--- src/rtl/pi_pkg.sv ---
// rtl/pi_pkg.sv - shared state, ALU select codes, channel order and gain constants for the PI sequencer
package pi_pkg;

  typedef enum logic [3:0] {
    IDLE, SETTLE, CONV, ACC, ERR, INTG, ICMP, PCMP, RHT1, RHT2, LFT1, LFT2, DONE
  } pi_state_e;

  localparam logic [2:0] SRC1_ACCUM   = 3'd0;
  localparam logic [2:0] SRC1_ITERM   = 3'd1;
  localparam logic [2:0] SRC1_ERR     = 3'd2;
  localparam logic [2:0] SRC1_ERRDIV2 = 3'd3;
  localparam logic [2:0] SRC1_FWD     = 3'd4;
  localparam logic [2:0] SRC1_ZERO    = 3'd7;

  localparam logic [2:0] SRC0_A2D     = 3'd0;
  localparam logic [2:0] SRC0_INTGRL  = 3'd1;
  localparam logic [2:0] SRC0_ICOMP   = 3'd2;
  localparam logic [2:0] SRC0_PCOMP   = 3'd3;
  localparam logic [2:0] SRC0_PTERM   = 3'd4;
  localparam logic [2:0] SRC0_ZERO    = 3'd7;

  localparam logic [13:0] PTERM = 14'h3680;
  localparam logic [11:0] ITERM = 12'h500;

  // Even slots are the right-hand sensor of a pair, odd slots the left-hand one.
  function automatic logic [2:0] chan_of(input logic [2:0] idx);
    case (idx)
      3'd0:    chan_of = 3'd1;
      3'd1:    chan_of = 3'd0;
      3'd2:    chan_of = 3'd4;
      3'd3:    chan_of = 3'd2;
      3'd4:    chan_of = 3'd3;
      default: chan_of = 3'd7;
    endcase
  endfunction

endpackage

--- src/rtl/pi_sequencer_settle_timer.sv ---
// rtl/pi_sequencer_settle_timer.sv - idle-cycle counter that expires on the last of CYC counted cycles
module settle_timer #(
  parameter int CYC = 32
) (
  input  logic clk,
  input  logic rst,
  input  logic count,
  output logic expire
);

  localparam int W = (CYC > 1) ? $clog2(CYC) : 1;

  logic [W-1:0] cnt_q, cnt_d;

  always_comb begin
    expire = count && (cnt_q == W'(CYC - 1));
    cnt_d  = '0;
    if (count && !expire) cnt_d = cnt_q + 1'b1;
  end

  always_ff @(posedge clk or posedge rst) begin
    if (rst) cnt_q <= '0;
    else     cnt_q <= cnt_d;
  end

endmodule

--- src/rtl/pi_sequencer.sv ---
// rtl/pi_sequencer.sv - PI control sequencer: samples six sensors, steers an external ALU, updates motor commands
module pi_sequencer
  import pi_pkg::*;
#(
  parameter int          SETTLE_CYC = 32,
  parameter logic [11:0] FWD_MAX    = 12'h6A0
) (
  input  logic        clk,
  input  logic        rst,
  input  logic        go,
  input  logic        cnv_cmplt,
  input  logic [11:0] A2D_res,
  input  logic [15:0] dst,
  output logic        strt_cnv,
  output logic [2:0]  chnnl,
  output logic [2:0]  src0sel,
  output logic [2:0]  src1sel,
  output logic        multiply,
  output logic        sub,
  output logic        mult2,
  output logic        mult4,
  output logic        saturate,
  output logic [15:0] Accum,
  output logic [15:0] Pcomp,
  output logic [11:0] Error,
  output logic [11:0] Intgrl,
  output logic [11:0] Icomp,
  output logic [11:0] Fwd,
  output logic [11:0] lft,
  output logic [11:0] rht,
  output logic        done
);

  pi_state_e   state_q, state_d;
  logic [1:0]  k_q, k_d;
  logic        side_q, side_d;
  logic [1:0]  int_dec_q, int_dec_d;
  logic [11:0] a2d_q, a2d_d;
  logic [15:0] accum_q, accum_d, pcomp_q, pcomp_d;
  logic [11:0] error_q, error_d, intgrl_q, intgrl_d, icomp_q, icomp_d;
  logic [11:0] fwd_q, fwd_d, lft_q, lft_d, rht_q, rht_d;
  logic        settle_en, settle_expire;

  // The ALU reads A2D_res directly; the captured copy only records the last sample.
  logic        a2d_unused;
  assign a2d_unused = ^a2d_q;

  settle_timer #(.CYC(SETTLE_CYC)) u_settle_timer (
    .clk    (clk),
    .rst    (rst),
    .count  (settle_en),
    .expire (settle_expire)
  );

  always_comb begin
    state_d   = state_q;
    k_d       = k_q;
    side_d    = side_q;
    int_dec_d = int_dec_q;
    a2d_d     = a2d_q;
    accum_d   = accum_q;
    pcomp_d   = pcomp_q;
    error_d   = error_q;
    intgrl_d  = intgrl_q;
    icomp_d   = icomp_q;
    fwd_d     = fwd_q;
    lft_d     = lft_q;
    rht_d     = rht_q;
    src0sel   = SRC0_ZERO;
    src1sel   = SRC1_ZERO;
    multiply  = 1'b0;
    sub       = 1'b0;
    mult2     = 1'b0;
    mult4     = 1'b0;
    saturate  = 1'b0;
    strt_cnv  = 1'b0;
    done      = 1'b0;
    chnnl     = 3'd0;
    settle_en = 1'b0;

    case (state_q)
      IDLE: begin
        if (go) begin
          state_d = SETTLE;
          accum_d = '0;
          k_d     = '0;
          side_d  = 1'b0;
        end
      end
      SETTLE: begin
        settle_en = 1'b1;
        chnnl     = chan_of({k_q, side_q});
        if (settle_expire) begin
          strt_cnv = 1'b1;
          state_d  = CONV;
        end
      end
      CONV: begin
        chnnl = chan_of({k_q, side_q});
        if (cnv_cmplt) begin
          a2d_d   = A2D_res;
          state_d = ACC;
        end
      end
      ACC: begin
        src1sel = SRC1_ACCUM;
        src0sel = SRC0_A2D;
        mult2   = (k_q == 2'd1);
        mult4   = (k_q == 2'd2);
        sub     = side_q;
        accum_d = dst;
        if (!side_q) begin
          side_d  = 1'b1;
          state_d = SETTLE;
        end else if (k_q == 2'd2) begin
          state_d = ERR;
        end else begin
          side_d  = 1'b0;
          k_d     = k_q + 2'd1;
          state_d = SETTLE;
        end
      end
      ERR: begin
        src1sel  = SRC1_ACCUM;
        src0sel  = SRC0_ZERO;
        saturate = 1'b1;
        error_d  = dst[11:0];
        state_d  = INTG;
      end
      INTG: begin
        // The integrator only accumulates every fourth pass.
        src1sel   = SRC1_ERRDIV2;
        src0sel   = SRC0_INTGRL;
        saturate  = 1'b1;
        if (int_dec_q == 2'd3) intgrl_d = dst[11:0];
        int_dec_d = int_dec_q + 2'd1;
        state_d   = ICMP;
      end
      ICMP: begin
        src1sel  = SRC1_ITERM;
        src0sel  = SRC0_INTGRL;
        multiply = 1'b1;
        icomp_d  = dst[11:0];
        state_d  = PCMP;
      end
      PCMP: begin
        src1sel  = SRC1_ERR;
        src0sel  = SRC0_PTERM;
        multiply = 1'b1;
        pcomp_d  = dst;
        state_d  = RHT1;
      end
      RHT1: begin
        src1sel = SRC1_FWD;
        src0sel = SRC0_PCOMP;
        sub     = 1'b1;
        accum_d = dst;
        state_d = RHT2;
      end
      RHT2: begin
        src1sel  = SRC1_ACCUM;
        src0sel  = SRC0_ICOMP;
        sub      = 1'b1;
        saturate = 1'b1;
        rht_d    = dst[11:0];
        state_d  = LFT1;
      end
      LFT1: begin
        src1sel = SRC1_FWD;
        src0sel = SRC0_PCOMP;
        accum_d = dst;
        state_d = LFT2;
      end
      LFT2: begin
        src1sel  = SRC1_ACCUM;
        src0sel  = SRC0_ICOMP;
        saturate = 1'b1;
        lft_d    = dst[11:0];
        state_d  = DONE;
      end
      DONE: begin
        done = 1'b1;
        if (go) begin
          fwd_d   = (fwd_q < FWD_MAX) ? fwd_q + 12'd1 : fwd_q;
          accum_d = '0;
          k_d     = '0;
          side_d  = 1'b0;
          state_d = SETTLE;
        end else begin
          fwd_d   = '0;
          state_d = IDLE;
        end
      end
      default: state_d = IDLE;
    endcase
  end

  always_ff @(posedge clk or posedge rst) begin
    if (rst) begin
      state_q   <= IDLE;
      k_q       <= '0;
      side_q    <= 1'b0;
      int_dec_q <= '0;
      a2d_q     <= '0;
      accum_q   <= '0;
      pcomp_q   <= '0;
      error_q   <= '0;
      intgrl_q  <= '0;
      icomp_q   <= '0;
      fwd_q     <= '0;
      lft_q     <= '0;
      rht_q     <= '0;
    end else begin
      state_q   <= state_d;
      k_q       <= k_d;
      side_q    <= side_d;
      int_dec_q <= int_dec_d;
      a2d_q     <= a2d_d;
      accum_q   <= accum_d;
      pcomp_q   <= pcomp_d;
      error_q   <= error_d;
      intgrl_q  <= intgrl_d;
      icomp_q   <= icomp_d;
      fwd_q     <= fwd_d;
      lft_q     <= lft_d;
      rht_q     <= rht_d;
    end
  end

  assign Accum  = accum_q;
  assign Pcomp  = pcomp_q;
  assign Error  = error_q;
  assign Intgrl = intgrl_q;
  assign Icomp  = icomp_q;
  assign Fwd    = fwd_q;
  assign lft    = lft_q;
  assign rht    = rht_q;

endmodule

--- config.mk ---
export PLATFORM = sky130hd
export DESIGN_NAME = pi_sequencer
export DESIGN_NICKNAME = d
export VERILOG_FILES = /design/src/rtl/pi_pkg.sv /design/src/rtl/pi_sequencer_settle_timer.sv /design/src/rtl/pi_sequencer.sv
export SDC_FILE = /design/constraint.sdc
export NUM_CORES = 1
export LEC_CHECK = 0
export ABC_AREA = 1
export CAP_MARGIN = 20
export CORE_MARGIN = 3
export CORE_UTILIZATION = 47
export CTS_CLUSTER_SIZE = 16
export DETAILED_ROUTE_END_ITERATION = 10
export PLACE_DENSITY = 0.8
export SETUP_SLACK_MARGIN = 0.1
export SKIP_LAST_GASP = 1
export SYNTH_ARGS = -nofsm -noshare
export SYNTH_HDL_FRONTEND = slang
export SYNTH_SLANG_ARGS = --single-unit
--- constraint.sdc ---
create_clock -name clk -period 4.3 [get_ports clk]
set_input_delay 0.86 -clock clk [delete_from_list [all_inputs] [get_ports clk]]
set_output_delay 0.86 -clock clk [all_outputs]
set_load 0.01 [all_outputs]
* Yosys cells after proc, flatten, opt, wreduce, memory -nomap -nowiden *
Index checks and enable logic that the tools add are counted.

word-level totals
  output and inout port bits = 120
  flip-flop bits (word level) = 118
  input port bits = 32
  logic and storage cells = 101

operators by class
  reductions and logical operators = 23
  add/sub/neg operators = 4
  eq/ne operators = 27
  multiplexer cells = 33
  magnitude comparators = 1

operators by type and width
  kind                   number
  $pmux 4 s13            1
  $pmux 3 s5             3
  $pmux 16 s2            1
  $mux 12                2
  $eq 4x4->1 const B     5
  $eq 4x3->1 const B     4
  $mux 16                1
  $reduce_or 2->1        7
  $add 12x1->12 const B  1
  $lt 12x11->1 const B   1
  $mux 1                 12
  $mux 4                 3
  $ne 2x2->1 const B     5
  $mux 3                 3
  $eq 4x2->1 const B     2
  $reduce_and 2->1       4
  $reduce_or 4->1        2
  $eq 3x2->1 const B     2
  $mux 2                 3
  $add 5x1->5 const B    1
  $eq 5x5->1 const B     1
  $mux 5                 1
  $add 2x1->2 const B    2
  $eq 2x2->1 const B     2
  other kinds (15)       19

* Logic depth before layout (Yosys ltp) *
  depth in word-level cells = 6
  depth in mapped cells = 10
  mapped depth without buffers = 9

* Cells and area by module *
A second synthesis with hierarchy kept.

unflattened totals
  cells, all modules = 566
  area, all modules = 5131.2 µm²

modules (own cells, without submodules)
  module        area an instance (µm²)  sequential area each (µm²)  cells an instance  times used
  pi_sequencer  4894.7                  2827.7                      537                1
  settle_timer  236.5                   125.1                       29                 1

* Worst setup path before layout *
No wires, ideal clock.

  path kind = register to output
  start point = reg u_settle_timer.cnt_q[0]
  end point = out strt_cnv
  cell stages (with the launch flop) = 7
  path slack = 2.212 ns
  path buffers = 0
  arrival = 1.228 ns
  data required time = 3.440 ns
  path through = dfrtp_1 ha_1 nand2_1 nor2_1 ha_1 inv_1 nor4_1

on the way
  cells in the longest elaborated chain, start to end = 4

RTL lines
  element                 line                             source
  from (decl)             pi_sequencer_settle_timer.sv:13  logic [W-1:0] cnt_q, cnt_d;
  from (signal assigned)  pi_sequencer_settle_timer.sv:23  else cnt_q <= cnt_d;
  $eq 5x5->1              pi_sequencer_settle_timer.sv:16  expire = count && (cnt_q == W'(CYC - 1));
  $logic_and 1x1->1       pi_sequencer_settle_timer.sv:16
  $mux 1                  pi_sequencer.sv:93               if (settle_expire) begin
  $mux 1                  pi_sequencer.sv:81               case (state_q)
  to (decl)               pi_sequencer.sv:14               output logic strt_cnv,

No other way between the ends.

* Worst setup path in the final report *
  start point = reg state_q[1]
  end point = out src0sel[0]

on the way
  cells in the longest elaborated chain, start to end = 3
  elaborated cells between the ends (all ways) = 12
  classes of those cells = 8 x eq/ne; 1 x mux; 3 x reduce/logical

RTL lines
  element                                   line                 source
  from (decl)                               pi_sequencer.sv:34   pi_state_e state_q, state_d;
  from (signal assigned)                    pi_sequencer.sv:214  state_q <= state_d;
  $eq 4x4->1 or $eq 4x3->1 (tied branches)  pi_sequencer.sv:81
  $reduce_or 2->1 (no line)                 n/a
  $pmux 3 s5 *                              pi_sequencer.sv:81
  to (decl)                                 pi_sequencer.sv:16   output logic [2:0] src0sel,

Every way passes the cells marked *; elsewhere a longest branch is shown, timed or not.

==> summary.md <==
| Metric | Value |
|---|---|
| Clock H-tree levels | `4` |
| Die width | `roughly 110 µm` |
| Final setup viols | `0` |
| Starting Density | `just under 50%` |
| Tmin final | `3329 ps` |
| DPL Wire Length | `9.302 mm` |
| Global-route wire length before repair | `21.68 mm` |
| WP data required | `3440 ps` |
| Clk_lat worst skew | `520 ps` |
| Post-CTS setup buffers | `0` |
| Row count | `36` |
| Syn Inst Count | `around 560` |
| Post-synth top area cell | `dfrtp_1` |
| Area contributors post-synth | `dfrtp_1, nand2_1, o21ai_0, inv_1, nor2_1` |
| Number of distinct library cells after synthesis | `31` |
| Clock Sinks | `118` |
| # IOs | `152` |
| Area growth syn-to-layout | `42.05%` |
| # fillers | `769` |
| Leakage | `3.371 nW` |
| Max-cap violations | `0` |
| Overall Power | `4.509 mW` |
| Crit path DAT | `between 2000 and 2500 ps` |
| Nets | `736` |
| Final hold viol count | `0` |
| Post-Syn Nets | `594` |
| Routability Congestion | `0.8697` |
| Post-DR vias/cell | `5.085` |
| Proportion of layout cells with a drive suffix above 1 | `7.454%` |
| Detail Route Antenna Nets | `0` |
| Worst r2r path cells | `3` |
| Gates resized, CTS repair | `0` |
| CTS Buffer Depth | `2` |
| Initial antenna violation count | `0` |
| CP Max Fanout | `35` |
| DRC errors left | `0` |
| RR Startpoint | `state_q[1]` |
| Hold Path Cell Cnt | `1` |
| Post-synthesis xor/xnor area fraction | `less than 1%` |
| Maximum VDD drop | `0.3992 mV` |
| Setup total negative slack | `0 ps` |
| Vias in the first global route | `4290` |
| Iter 0 DRT Violations | `261` |
| Hold slack | `475.6 ps` |
| Die H | `~110 µm` |
| WL per Instance | `15.82 µm` |
| CTS tree | `built` |
| Endpoint class of the critical path | `output port` |
| Pwr dens | `640.0 nW/µm²` |
| Post-synthesis sequential area ratio | `59.54%` |
| Worst R2R Setup Slack | `2530 ps` |
| Post-Synth Simple-Gate Area | `19.88%` |
| Full die area | `11820 µm²` |
| Gr ovfl total | `0` |
| Clk slew on worst S/H paths | `around 60 ps` |
| RR Endpoint | `Error[0]` |
| Via count | `4292` |
| Tcrit/Tclk final | `77.41%` |
| Post-CTS Hold Fix Bufs | `0` |
| Root Buffer | `clkbuf_8` |
| Slew headroom | `42.32%` |
| DP Cell Count | `812` |
| Clk_skew | `between 10 and 15 ps` |
| Final wirelength | `13.35 mm` |
| Slew Limit Fails | `0` |
| Largest family of logic cells by synthesized area | `simple AND/OR/NAND/NOR gates` |
| Status | `finished, final reports clean` |
| Synthesized area per cell | `a little under 9 µm²` |
| Num CTS Buffers | `17` |
| Mux cell area share after synthesis | `0.2270%` |
| Antenna diodes | `0` |
| Synth warn | `0` |
| Core area | `10000 µm²` |
| Fmax achieved | `300.4 MHz` |
| Hold worst-path end | `int_dec_q[0]` |
| Tightest Pin Transition | `865.1 ps` |
| Post-synthesis adder-cell area fraction | `1.514%` |
| Min-delay src | `int_dec_q[0]` |
| Synth Area in Compound Gates | `11.86%` |
| Largest net degree at the start of global routing | `73` |
| Final core occ | `70.46%` |
| Global Route Usage Sum | `23.86%` |
| RSZ-0062 raised after global routing | `false` |
| Critical path launch point type | `flop` |
| Hold crit path type | `reg2reg` |
| Critical path class | `reg2out` |
| Top cell type's share of synthesized area | `59.54%` |
| Seq cells post-synth | `~120` |
| I/O Buffers | `139` |
| Synthesized area | `4960 µm²` |
| Post-route insts no fill | `844` |
| Pre-antenna DRT Iters | `4` |
[flip-flops by register name, indices dropped and copies added, names as in the netlist]
register / flops
Pcomp: 16
Intgrl: 12
Icomp: 12
k_q: 2
state_q: 4
u_settle_timer.cnt_q: 5
lft: 12
int_dec_q: 2
Fwd: 12
rht: 12
Accum: 16
Error: 12
side_q: 1
[stage by stage]
step | instance area [µm²] | setup WS, ps
after floorplan | 4960 | 310.9
after global placement | 6441 | 1542
after detailed placement | 6441 | 1515
after CTS | 7046 | 961.3
after global routing | 7046 | 803.3
final | 7046 | 971.2
[how the worst max path moves through the flow]
stage,from,endpoint,depth (start not counted)
floorplan,rst,Accum[0],1
global placement,state_q[1],src0sel[0],7
detailed placement,state_q[1],src0sel[0],7
CTS,state_q[1],src0sel[0],7
global route,state_q[1],src0sel[0],7
finish,state_q[1],src0sel[0],7
[layer usage]
metal | vias up | GRT usage [%] | wire, µm
met4 | 0 | 6.041 | 144
met5 | - | 0 | 0
met1 | 2055 | 29.50 | 5485
li1 | 2072 | - | -
met2 | 149 | 38.61 | 6521
met3 | 16 | 10.42 | 1198
[synth_stat cells]
cell,instances
nand2_1,163
dfrtp_1,118
o21ai_0,98
inv_1,50
nor2_1,32
nand3_1,19
o21ai_1,12
buf_2,8
clkbuf_1,7
ha_1,6
inv_2,6
nand4_1,6
nand2_2,3
nor2_2,3
xor2_1,3
a21oi_1,2
buf_6,2
nor2_4,2
nor3_1,2
nor3b_1,2
o22ai_1,2
a211oi_1,1
buf_4,1
clkbuf_2,1
mux2_2,1
nand3b_1,1
nor3_4,1
nor4_1,1
o211ai_1,1
or2_2,1
xnor2_1,1
[final cells by class]
| type | instances | area, µm² | share of cell area (%) |
|---|---|---|---|
| well taps | 133 | 166.4 | 2.362 |
| clock buffers | 18 | 427.9 | 6.074 |
| repair buffers | 142 | 1414 | 20.07 |
| inverters | 56 | 212.7 | 3.019 |
| multi-input cells | 363 | 1695 | 24.06 |
| clock inverters | 14 | 176.4 | 2.504 |
| flip-flops and latches | 118 | 2953 | 41.91 |
[layout by cell type (no fill, tap or decap), drive strengths merged]
| master | count |
|---|---|
| a211oi | 1 |
| clkinvlp | 5 |
| clkbuf | 18 |
| o22ai | 2 |
| xor2 | 3 |
| bufinv | 3 |
| clkdlybuf4s50 | 139 |
| buf | 3 |
| nand4 | 6 |
| xnor2 | 1 |
| dfrtp | 118 |
| a21oi | 2 |
| nand3 | 19 |
| mux2 | 1 |
| nor4 | 1 |
| nand2 | 166 |
| clkinv | 4 |
| or2 | 1 |
| o21ai | 110 |
| o211ai | 1 |
| nor2 | 37 |
| inv | 58 |
| nor3b | 2 |
| nor3 | 3 |
| ha | 6 |
| nand3b | 1 |
[power breakdown]
group          internal (mW)  switching, mW  total (mW)
Combinational          0.730          0.784        1.51
Clock                  0.902          0.523        1.42
Sequential              1.38          0.188        1.57
[worst max-delay path: stages, from the launching register on]
cell	delay (ps)
dfrtp_1	490
nand2_1	180
inv_1	80
nand2_1	70
buf_4	310
nand4_1	190
nand3_1	110
clkdlybuf4s50_1	530
[logic make-up (layout without fill, tap and decap cells)]
family / after synthesis / after routing
and+or+nand+nor: 236 / 236
xor gates and xnor gates: 4 / 4
buffers and inverters: 75 / 230
AOI/OAI and AO/OA: 116 / 116
muxes: 1 / 1
adders and majority gates: 6 / 6
DFF: 118 / 118
Note: power is estimated with default switching activity, not from simulation.
